## config.mk

```make
export PLATFORM = sky130hd
export DESIGN_NAME = frost32_instr_fetch
export DESIGN_NICKNAME = d
export VERILOG_FILES = /design/src/rtl/frost32_instr_fetch.sv
export SDC_FILE = /design/constraint.sdc
export NUM_CORES = 1
export LEC_CHECK = 0
export CAP_MARGIN = 20
export CORE_ASPECT_RATIO = 0.6
export CORE_UTILIZATION = 56
export DETAILED_ROUTE_END_ITERATION = 10
export PLACE_DENSITY = 0.87
export RECOVER_POWER = 100
export SLEW_MARGIN = 10
export SYNTH_ARGS = -nofsm -noshare
export SYNTH_HDL_FRONTEND = slang
export SYNTH_SLANG_ARGS = --single-unit
export TNS_END_PERCENT = 100
```

## constraint.sdc

```tcl
create_clock -name clk -period 3.36 [get_ports clk]
set_clock_uncertainty 0.1 [all_clocks]
set_input_delay 1.008 -clock clk [delete_from_list [all_inputs] [get_ports clk]]
set_output_delay 1.008 -clock clk [all_outputs]
set_load 0.05 [all_outputs]
```

## src/rtl/frost32_instr_fetch.sv

```systemverilog
// Frost32 instruction fetch stage.
// Issues one 32-bit read at a time, buffers returned words together with
// their PCs in a small prefetch FIFO and hands them to decode through a
// valid/ready handshake. A redirect flushes the FIFO and squashes any read
// that is still in flight, so decode only ever sees words from the new path.
module frost32_instr_fetch #(
    parameter int                    ADDR_WIDTH = 32,
    parameter int                    FIFO_DEPTH = 4,
    parameter logic [ADDR_WIDTH-1:0] RESET_PC   = '0
) (
    input  logic                  clk,
    input  logic                  rst_n,

    output logic                  mem_req,
    output logic [ADDR_WIDTH-1:0] mem_addr,
    input  logic                  mem_wait,
    input  logic                  mem_rvalid,
    input  logic [31:0]           mem_rdata,

    input  logic                  redirect_valid,
    input  logic [ADDR_WIDTH-1:0] redirect_pc,

    output logic                  instr_valid,
    output logic [31:0]           instr_data,
    output logic [ADDR_WIDTH-1:0] instr_pc,
    input  logic                  instr_ready
);

    localparam int PTR_W = $clog2(FIFO_DEPTH);
    localparam int CNT_W = PTR_W + 1;

    typedef enum logic [1:0] {
        ST_ISSUE  = 2'd0,
        ST_WAIT   = 2'd1,
        ST_SQUASH = 2'd2
    } state_t;

    state_t                state;
    logic [ADDR_WIDTH-1:0] fetch_pc;
    logic [ADDR_WIDTH-1:0] req_pc;

    logic [31:0]           fifo_data [FIFO_DEPTH];
    logic [ADDR_WIDTH-1:0] fifo_pc   [FIFO_DEPTH];
    logic [PTR_W-1:0]      rd_ptr;
    logic [PTR_W-1:0]      wr_ptr;
    logic [CNT_W-1:0]      count;

    logic                  fifo_full;
    logic                  accept;
    logic                  push;
    logic                  pop;

    // Head of the FIFO drives decode directly; storage is cleared on reset
    // so the head reads as zero while the stage is held in reset.
    assign instr_valid = (count != '0);
    assign instr_data  = fifo_data[rd_ptr];
    assign instr_pc    = fifo_pc[rd_ptr];

    assign fifo_full   = (count == CNT_W'(FIFO_DEPTH));

    // A request is only raised when the FIFO still has room for its answer,
    // so a response can always be pushed. rst_n gates the request so the
    // memory sees no request while reset is held.
    assign mem_req  = rst_n && (state == ST_ISSUE) && !redirect_valid && !fifo_full;
    assign mem_addr = fetch_pc;

    assign accept = mem_req && !mem_wait;

    // A redirect in the same cycle drops the returning word and any pop.
    assign push = (state == ST_WAIT) && mem_rvalid && !redirect_valid;
    assign pop  = instr_valid && instr_ready && !redirect_valid;

    // Fetch control: next PC, PC of the outstanding read and the read state.
    always_ff @(posedge clk or negedge rst_n) begin
        if (!rst_n) begin
            state    <= ST_ISSUE;
            fetch_pc <= RESET_PC;
            req_pc   <= RESET_PC;
        end else begin
            if (redirect_valid) begin
                fetch_pc <= redirect_pc & ~ADDR_WIDTH'(3);
            end else if (accept) begin
                fetch_pc <= fetch_pc + ADDR_WIDTH'(4);
            end

            if (accept) begin
                req_pc <= fetch_pc;
            end

            case (state)
                ST_ISSUE: begin
                    if (accept) begin
                        state <= ST_WAIT;
                    end
                end
                ST_WAIT: begin
                    if (mem_rvalid) begin
                        state <= ST_ISSUE;
                    end else if (redirect_valid) begin
                        state <= ST_SQUASH;
                    end
                end
                ST_SQUASH: begin
                    if (mem_rvalid) begin
                        state <= ST_ISSUE;
                    end
                end
                default: begin
                    state <= ST_ISSUE;
                end
            endcase
        end
    end

    // Prefetch FIFO: pointers wrap naturally because the depth is a power of
    // two; a redirect empties it by clearing pointers and occupancy.
    always_ff @(posedge clk or negedge rst_n) begin
        if (!rst_n) begin
            rd_ptr <= '0;
            wr_ptr <= '0;
            count  <= '0;
            for (int i = 0; i < FIFO_DEPTH; i++) begin
                fifo_data[i] <= '0;
                fifo_pc[i]   <= '0;
            end
        end else if (redirect_valid) begin
            rd_ptr <= '0;
            wr_ptr <= '0;
            count  <= '0;
        end else begin
            if (push) begin
                fifo_data[wr_ptr] <= mem_rdata;
                fifo_pc[wr_ptr]   <= req_pc;
                wr_ptr            <= wr_ptr + PTR_W'(1);
            end
            if (pop) begin
                rd_ptr <= rd_ptr + PTR_W'(1);
            end
            case ({push, pop})
                2'b10:   count <= count + CNT_W'(1);
                2'b01:   count <= count - CNT_W'(1);
                default: count <= count;
            endcase
        end
    end

endmodule

```

==> results of run 1 <==
## logic make-up after synthesis
logic type | after synthesis | synth area share
buffers and inverters | 72 | 0.02103
DFF | 317 | 0.5602
and+or+nand+nor | 147 | 0.05700
other | 1 | 0.0002648
AOI/OAI and AO/OA | 58 | 0.02828
muxes | 343 | 0.3218
adders and majority gates | 6 | 0.005832
xor gates and xnor gates | 9 | 0.005567
## cells in the mapped netlist, types with 8 or more instances
| cell type | count |
|---|---|
| dfrtp_1 | 317 |
| mux2_2 | 278 |
| mux4_2 | 62 |
| clkbuf_1 | 45 |
| nor2_1 | 29 |
| nand2_1 | 28 |
| or4_1 | 19 |
| a31oi_1 | 17 |
| o31ai_1 | 16 |
| nand4_1 | 15 |
| nand3_1 | 13 |
| inv_1 | 11 |
| nor3_1 | 8 |
## final cells by class
cell class	count	area, sq um
inverter	11	41.29
fill	1639	7541
tap	322	402.9
timing repair buffer	193	1638
multi-input combinational	567	5973
clock inverter	10	133.9
sequential	317	7938
clock buffer	41	830.8
## worst paths after layout
kind,endpoint,slack (ns),depth (start not counted)
worst min-delay path,state[0],0.15,1
min in group clk,fifo_pc[11],0.40,1
worst max-delay path,mem_req,0.06,3
worst max register to register,fifo_pc[103],0.69,5
max in group asynchronous,fifo_data[119],0.77,2
worst min register to register,fifo_pc[11],0.40,1
## sequential cells by signal, indices dropped and copies added (netlist names)
name,flops
fifo_data,128
fifo_pc,120
mem_addr,30
req_pc,30
count,3
rd_ptr,2
state,2
wr_ptr,2
## per-layer routing
metal / part of all wire / routed length [microns]
met3: 0.058 / 1853
met2: 0.48 / 15080
met4: 0.012 / 384
met1: 0.45 / 14400
met5: 0 / 0
## stage by stage
| stage | worst slack, ns | utilization | total power [uW] | instances |
|---|---|---|---|---|
| 6_report | 0.06093 | 0.6922 | 12350 | 1461 |
| 5_1_grt | 0.03018 | 0.6922 | 12860 | 1461 |
| 4_1_cts | 0.05046 | 0.7030 | 12670 | 1461 |
| 3_5_place_dp | 0.01379 | 0.6636 | 9298 | 1410 |
| 3_3_place_gp | 0.07210 | 0.6636 | 9201 | 1410 |
| 2_1_floorplan | 0.1616 | - | 7871 | 956 |
## worst register-to-register path: stages (launching register included)
cell and delay (ns):
dfrtp_1 0.46, nand3b_1 0.22, nor2_1 0.47, nand2_1 0.51, clkbuf_4 0.45, mux2_2 0.34
## power groups by stage
stage / Clock, uW / Combinational [uW] / Sequential, uW
5_1_grt: 3570 / 4340 / 4960
3_3_place_gp: 0 / 4310 / 4890
3_5_place_dp: 0 / 4380 / 4920
4_1_cts: 3410 / 4390 / 4860
2_1_floorplan: 0 / 3020 / 4850
6_report: 3340 / 4140 / 4860
==> flow_metrics.py, run 1 <==
metrics = {
    "outcome": {
        "outcome": "complete, but fails checks",
        "violations": "max-capacitance violations, max-slew violations",
    },
    "grt": {
        "overflow": 0,
        "grt_pass1_vias": 9403,
        "grt_max_degree": 163,
        "busiest_layer": "met2",
        "grt_pass1_wl_microns": 52050,
        "antenna_found_initial": 0,
        "grt_util_all_layers": 0.2550,
        "met3_usage": 0.05677,
        "grt_util_met1": 0.3639,
        "gr-usage-met2": 0.4098,
    },
    "final_layout": {
        "stdcell_area_sq_um": 16960,
        "n_antenna_cell": 0,
        "final_cell_mix": "dfrtp_1, mux2_2, clkdlybuf4s50_1",
        "final_common_cell": "dfrtp_1",
        "layout.nets": 1194,
        "area_delta_synth_final_pct": 19.76,
        "drive_gt1_frac": 0.4258,
    },
    "clock_network": {
        "insertion_delay_ns": 0.54,
        "post_cts_resize_count": 0,
        "cts-root-buf": "clkbuf_16",
        "hold_buffers": 0,
        "numClockSinks": 317,
        "cts_tree": "done",
        "clk_pin_slew_ns": 0.06,
        "h-tree-depth": 1,
        "cts_made_buffers": 28,
        "cts_buffer_depth": 3,
        "post_cts_buffers": 0,
    },
    "setup_path": {
        "crit_fanout": 5,
        "path_cells": "clkdlybuf4s50_1 > nor4_4 > buf_12",
        "required_ns": 2.25,
        "cp_slowest_cell": "clkdlybuf4s50_1",
        "crit_buf_inv": 2,
        "crit_type": "input pin to primary output",
        "worstPathArrival_ns": 2.19,
        "slowest_delay_ns": 0.57,
        "critical_path.startpoint": "redirect_valid",
        "end_kind": "primary output",
        "crit_family": "buffers and inverters",
        "cp-start-kind": "input pin",
        "timing.rr.start": "state[1]",
    },
    "pwr": {
        "p_sw_frac": 0.3613,
        "p_per_area_nw_per_um2": 728.3,
        "p_sw_uw": 4462,
        "p_seq_frac": 0.394,
        "peakVddDrop_mv": 0.4730,
        "power_frac_clock": 0.271,
        "internal_power_uw": 7888,
        "power.leakage_uw": 0.007821,
        "pwr-share-comb": 0.335,
    },
    "die": {
        "dieArea_sq_um": 25950,
        "start_util": 0.5780,
        "die_h_microns": 125.2,
        "core_sq_um": 24500,
        "die_x_microns": 207.3,
        "rows": 44,
        "num_io_pins": 168,
    },
    "placed_design": {
        "place_congestion": 0.8391,
        "dp_hpwl_microns": 20400,
        "placed_area_sq_um": 16260,
        "numPortBuffers": 161,
    },
    "yosys": {
        "yosysWarningCount": 0,
        "ys_seq_area_frac": 0.5602,
        "async_flop_share": 1.000,
        "synth.top_cell.area_share": 0.5602,
        "syn_inst": 953,
        "synth_area_leader_cell": "dfrtp_1",
        "ys_types": 49,
        "synth_area_sq_um": 14160,
        "syn-mean-instance-area_sq_um": 14.86,
        "synth_ff_type": "dfrtp_1",
        "synthTopCellsByArea": "dfrtp_1, mux2_2, mux4_2, clkbuf_1, or4_1",
        "synth_edf_count": 0,
        "synth_seq_cells": 317,
    },
    "sta": {
        "fin_setup_tns_ns": 0,
        "finalCriticalPeriod_ns": 3.299,
        "fmax_mhz": 303.1,
        "hold_ws_ns": 0.1542,
        "rsz0062_at_grt": "false",
        "period_share": 0.9819,
        "final_hold_viol_count": 0,
        "setup_viol": 0,
        "tightest_slew_ns": 2.037,
        "maxSlewViolCount": 152,
        "maxSlewHeadroom": -0.3581,
    },
    "route": {
        "ant_nets": 0,
        "drt-initial-drc-count": 400,
        "remaining_drc_errors": 0,
        "vias": 8805,
        "drtPass1Iterations": 4,
        "drt-wirelength-per-cell_microns": 21.71,
        "vias_per_cell": 6.027,
        "wl_microns": 31720,
    },
    "min_path": {
        "hold_class": "input pin to asynchronous set/reset pin",
    },
    "flow_run": {
        "maxCapViolations": 1,
    },
}
Power figures use the tool's default switching activity.
==> inputs of run 2 (changes only) <==
--- a/config.mk
+++ b/config.mk
@@ -5,12 +5,14 @@
 export SDC_FILE = /design/constraint.sdc
 export NUM_CORES = 1
 export LEC_CHECK = 0
+export ABC_AREA = 1
 export CAP_MARGIN = 20
 export CORE_ASPECT_RATIO = 0.6
 export CORE_UTILIZATION = 56
 export DETAILED_ROUTE_END_ITERATION = 10
 export PLACE_DENSITY = 0.87
 export RECOVER_POWER = 100
+export SETUP_SLACK_MARGIN = 0.05
 export SLEW_MARGIN = 10
 export SYNTH_ARGS = -nofsm -noshare
 export SYNTH_HDL_FRONTEND = slang
==> run 2 against run 1 <==
Net effect:
- the flow still finishes with violations (max-capacitance violations, max-slew violations)
- critical path type is now flop to primary output
- register-to-register slack better by 0.23 ns
- critical path depth up 2
- setup slack worse by 0.026 ns
- maximum frequency down 0.79%
- utilization down 2.2 points
- clock power up 7.8%
==> flow_metrics.py, run 2 <==
metrics = {
    "outcome": {
        "outcome": "complete, but fails checks",
        "violations": "max-capacitance violations, max-slew violations",
    },
    "yosys": {
        "synthTopCellsByArea": "dfrtp_1, nand2_1, o21ai_1, o21ai_0, nor2_1",
        "synth_seq_cells": 317,
        "synth_ff_type": "dfrtp_1",
        "syn_inst": 1757,
        "post-synth-top-count-cell": "nand2_1",
        "synth_area_leader_cell": "dfrtp_1",
        "synth_area_sq_um": 14650,
        "ys_types": 35,
        "ys_seq_area_frac": 0.5415,
        "yosysWarningCount": 0,
        "syn-mean-instance-area_sq_um": 8.338,
        "yosys-top-cells-count": "nand2_1, dfrtp_1, o21ai_1",
        "synth_edf_count": 0,
        "synth.top_cell.area_share": 0.5415,
        "async_flop_share": 1.000,
    },
    "setup_path": {
        "crit_type": "flop to primary output",
        "worstPathArrival_ns": 2.22,
        "crit_fanout": 32,
        "end_kind": "primary output",
        "required_ns": 2.25,
        "cp-start-kind": "flop",
    },
    "final_layout": {
        "fillers": 2075,
        "final_cell_mix": "nand2_1, o21ai_0, dfrtp_1",
        "reg_top3": "fifo_data: 128 flops, fifo_pc: 120 flops",
        "largest_reg_flops": 128,
        "final_common_cell": "nand2_1",
        "area_delta_synth_final_pct": 16.61,
        "top_register": "fifo_data",
        "n_antenna_cell": 0,
        "drive_gt1_frac": 0.08778,
        "layout.nets": 1945,
    },
    "clock_network": {
        "post_cts_buffers": 0,
        "cts_buffer_depth": 3,
        "insertion_delay_ns": 0.55,
        "clk_pin_slew_ns": 0.07,
        "cts-root-buf": "clkbuf_16",
        "h-tree-depth": 1,
        "cts_tree": "done",
        "cts_made_buffers": 29,
        "numClockSinks": 317,
    },
    "grt": {
        "overflow": 0,
        "antenna_found_initial": 0,
        "grt_pass1_vias": 11970,
        "grt_pass1_wl_microns": 60980,
        "grt_util_all_layers": 0.2823,
        "grt_max_degree": 132,
    },
    "min_path": {
        "hold_class": "input pin to asynchronous set/reset pin",
    },
    "route": {
        "remaining_drc_errors": 0,
        "wl_microns": 37900,
        "highest_layer": "met4",
        "drt-wirelength-per-cell_microns": 16.90,
        "drt-initial-drc-count": 1387,
        "drtPass1Iterations": 6,
        "wl_met3_microns": 3369,
        "dr_wl_met2_microns": 17250,
        "ant_nets": 0,
        "drt-met1-wl_microns": 16670,
        "vias_per_cell": 5.630,
        "vias": 12630,
    },
    "placed_design": {
        "place_congestion": 0.9709,
        "dp_hpwl_microns": 23300,
        "place_ws_ns": 0.2164,
        "numPortBuffers": 161,
    },
    "sta": {
        "maxSlewViolCount": 208,
        "maxSlewHeadroom": -0.1995,
        "setup_slack_ns": 0.03471,
        "setup_viol": 0,
        "rsz0062_at_grt": "false",
        "period_share": 0.9897,
        "fin_setup_tns_ns": 0,
        "finalCriticalPeriod_ns": 3.325,
        "tightest_slew_ns": 1.799,
        "fmax_mhz": 300.7,
        "final_hold_viol_count": 0,
    },
    "die": {
        "core_sq_um": 25510,
        "start_util": 0.5744,
        "dieArea_sq_um": 26830,
        "die_h_microns": 127.3,
        "die_x_microns": 210.8,
        "rows": 45,
        "num_io_pins": 168,
    },
    "flow_run": {
        "maxCapViolations": 2,
    },
    "pwr": {
        "peakVddDrop_mv": 0.6106,
        "p_per_area_nw_per_um2": 806.3,
        "power.leakage_uw": 0.008171,
    },
}
## run 2: changes by cell type in the layout (fill, tap and decap cells not counted), sizes merged, moves of 18 or more
cell / before / now
nand2: 28 / 463
o21ai: 7 / 431
mux2: 278 / 0
nor2: 29 / 174
inv: 11 / 130
mux4: 62 / 0
o22ai: 0 / 62
or4: 19 / 0
nand3: 13 / 31
## run 2: worst paths after layout
path / start / end / slack, ns / cells after the start
max in group asynchronous: rst_n / rd_ptr[1] / 0.68 / 3
min in group clk: fifo_pc[90] / fifo_pc[90] / 0.38 / 2
min: rst_n / fifo_pc[15] / 0.15 / 1
max reg2reg: state[1] / mem_addr[13] / 0.92 / 8
max: rd_ptr[1] / instr_data[17] / 0.03 / 5
min reg2reg: fifo_pc[90] / fifo_pc[90] / 0.38 / 2
## run 2: cells by family after synthesis
logic type | share of synthesized area
xor gates and xnor gates | 0.005979
and+or+nand+nor | 0.1823
buffers and inverters | 0.08242
other | 0.0002560
DFF | 0.5415
AOI/OAI and AO/OA | 0.1819
adders and majority gates | 0.005637
## run 2: critical path, stage by stage (launching register included)
cell,delay (ns)
dfrtp_2,0.53
clkinvlp_4,0.19
buf_6,0.31
o21ai_0,0.14
o22ai_1,0.21
clkbuf_4,0.29
## run 2: timing repair
item                                    in CTS  in global routing
cloned                                       0                  3
pin swaps                                    0                  1
hold buffers                                 0                  0
endpoints found under the setup margin       4                  9
gates resized for setup                      5                  6
## run 2: layout make-up
cell class | instances | area, sq um | area share
inverter | 131 | 501.7 | 0.02937
sequential | 317 | 7938 | 0.4646
clock buffer | 40 | 847.1 | 0.04958
multi-input combinational | 1199 | 5493 | 0.3215
timing repair buffer | 191 | 1663 | 0.09733
clock inverter | 13 | 201.4 | 0.01179
tap | 352 | 440.4 | 0.02578
## run 2: routing by layer
layer	vias up	track usage
li1	5935	-
met1	6036	0.4114
met2	604	0.4487
met3	54	0.04843
met4	0	0.05797
met5	-	0
## run 2: per-stage QoR
step	instances	cell area [sq um]	total power [uW]	utilization	hold slack, ns
6_report	2243	17080	13770	0.6698	0.1504
5_1_grt	2243	17080	14420	0.6698	0.1295
4_1_cts	2240	17340	14040	0.6798	0.1365
3_5_place_dp	2187	16260	10380	0.6374	0.3629
3_3_place_gp	2187	16260	10260	0.6374	0.3604
2_1_floorplan	1760	14660	8595	-	0.3478
## run 2: power breakdown
group | total, uW | switching (uW) | leakage, uW | internal, uW
clock network | 3600 | 1460 | 0.000521 | 2150
logic | 5310 | 3890 | 0.00339 | 1420
registers | 4860 | 432 | 0.00426 | 4430
==> inputs of run 3 (changes only) <==
--- a/config.mk
+++ b/config.mk
@@ -13,7 +13,6 @@
 export PLACE_DENSITY = 0.87
 export RECOVER_POWER = 100
 export SETUP_SLACK_MARGIN = 0.05
-export SLEW_MARGIN = 10
 export SYNTH_ARGS = -nofsm -noshare
 export SYNTH_HDL_FRONTEND = slang
 export SYNTH_SLANG_ARGS = --single-unit
==> results of run 3 <==
The final DEF is identical to that of run 2; final timing and power are the same.
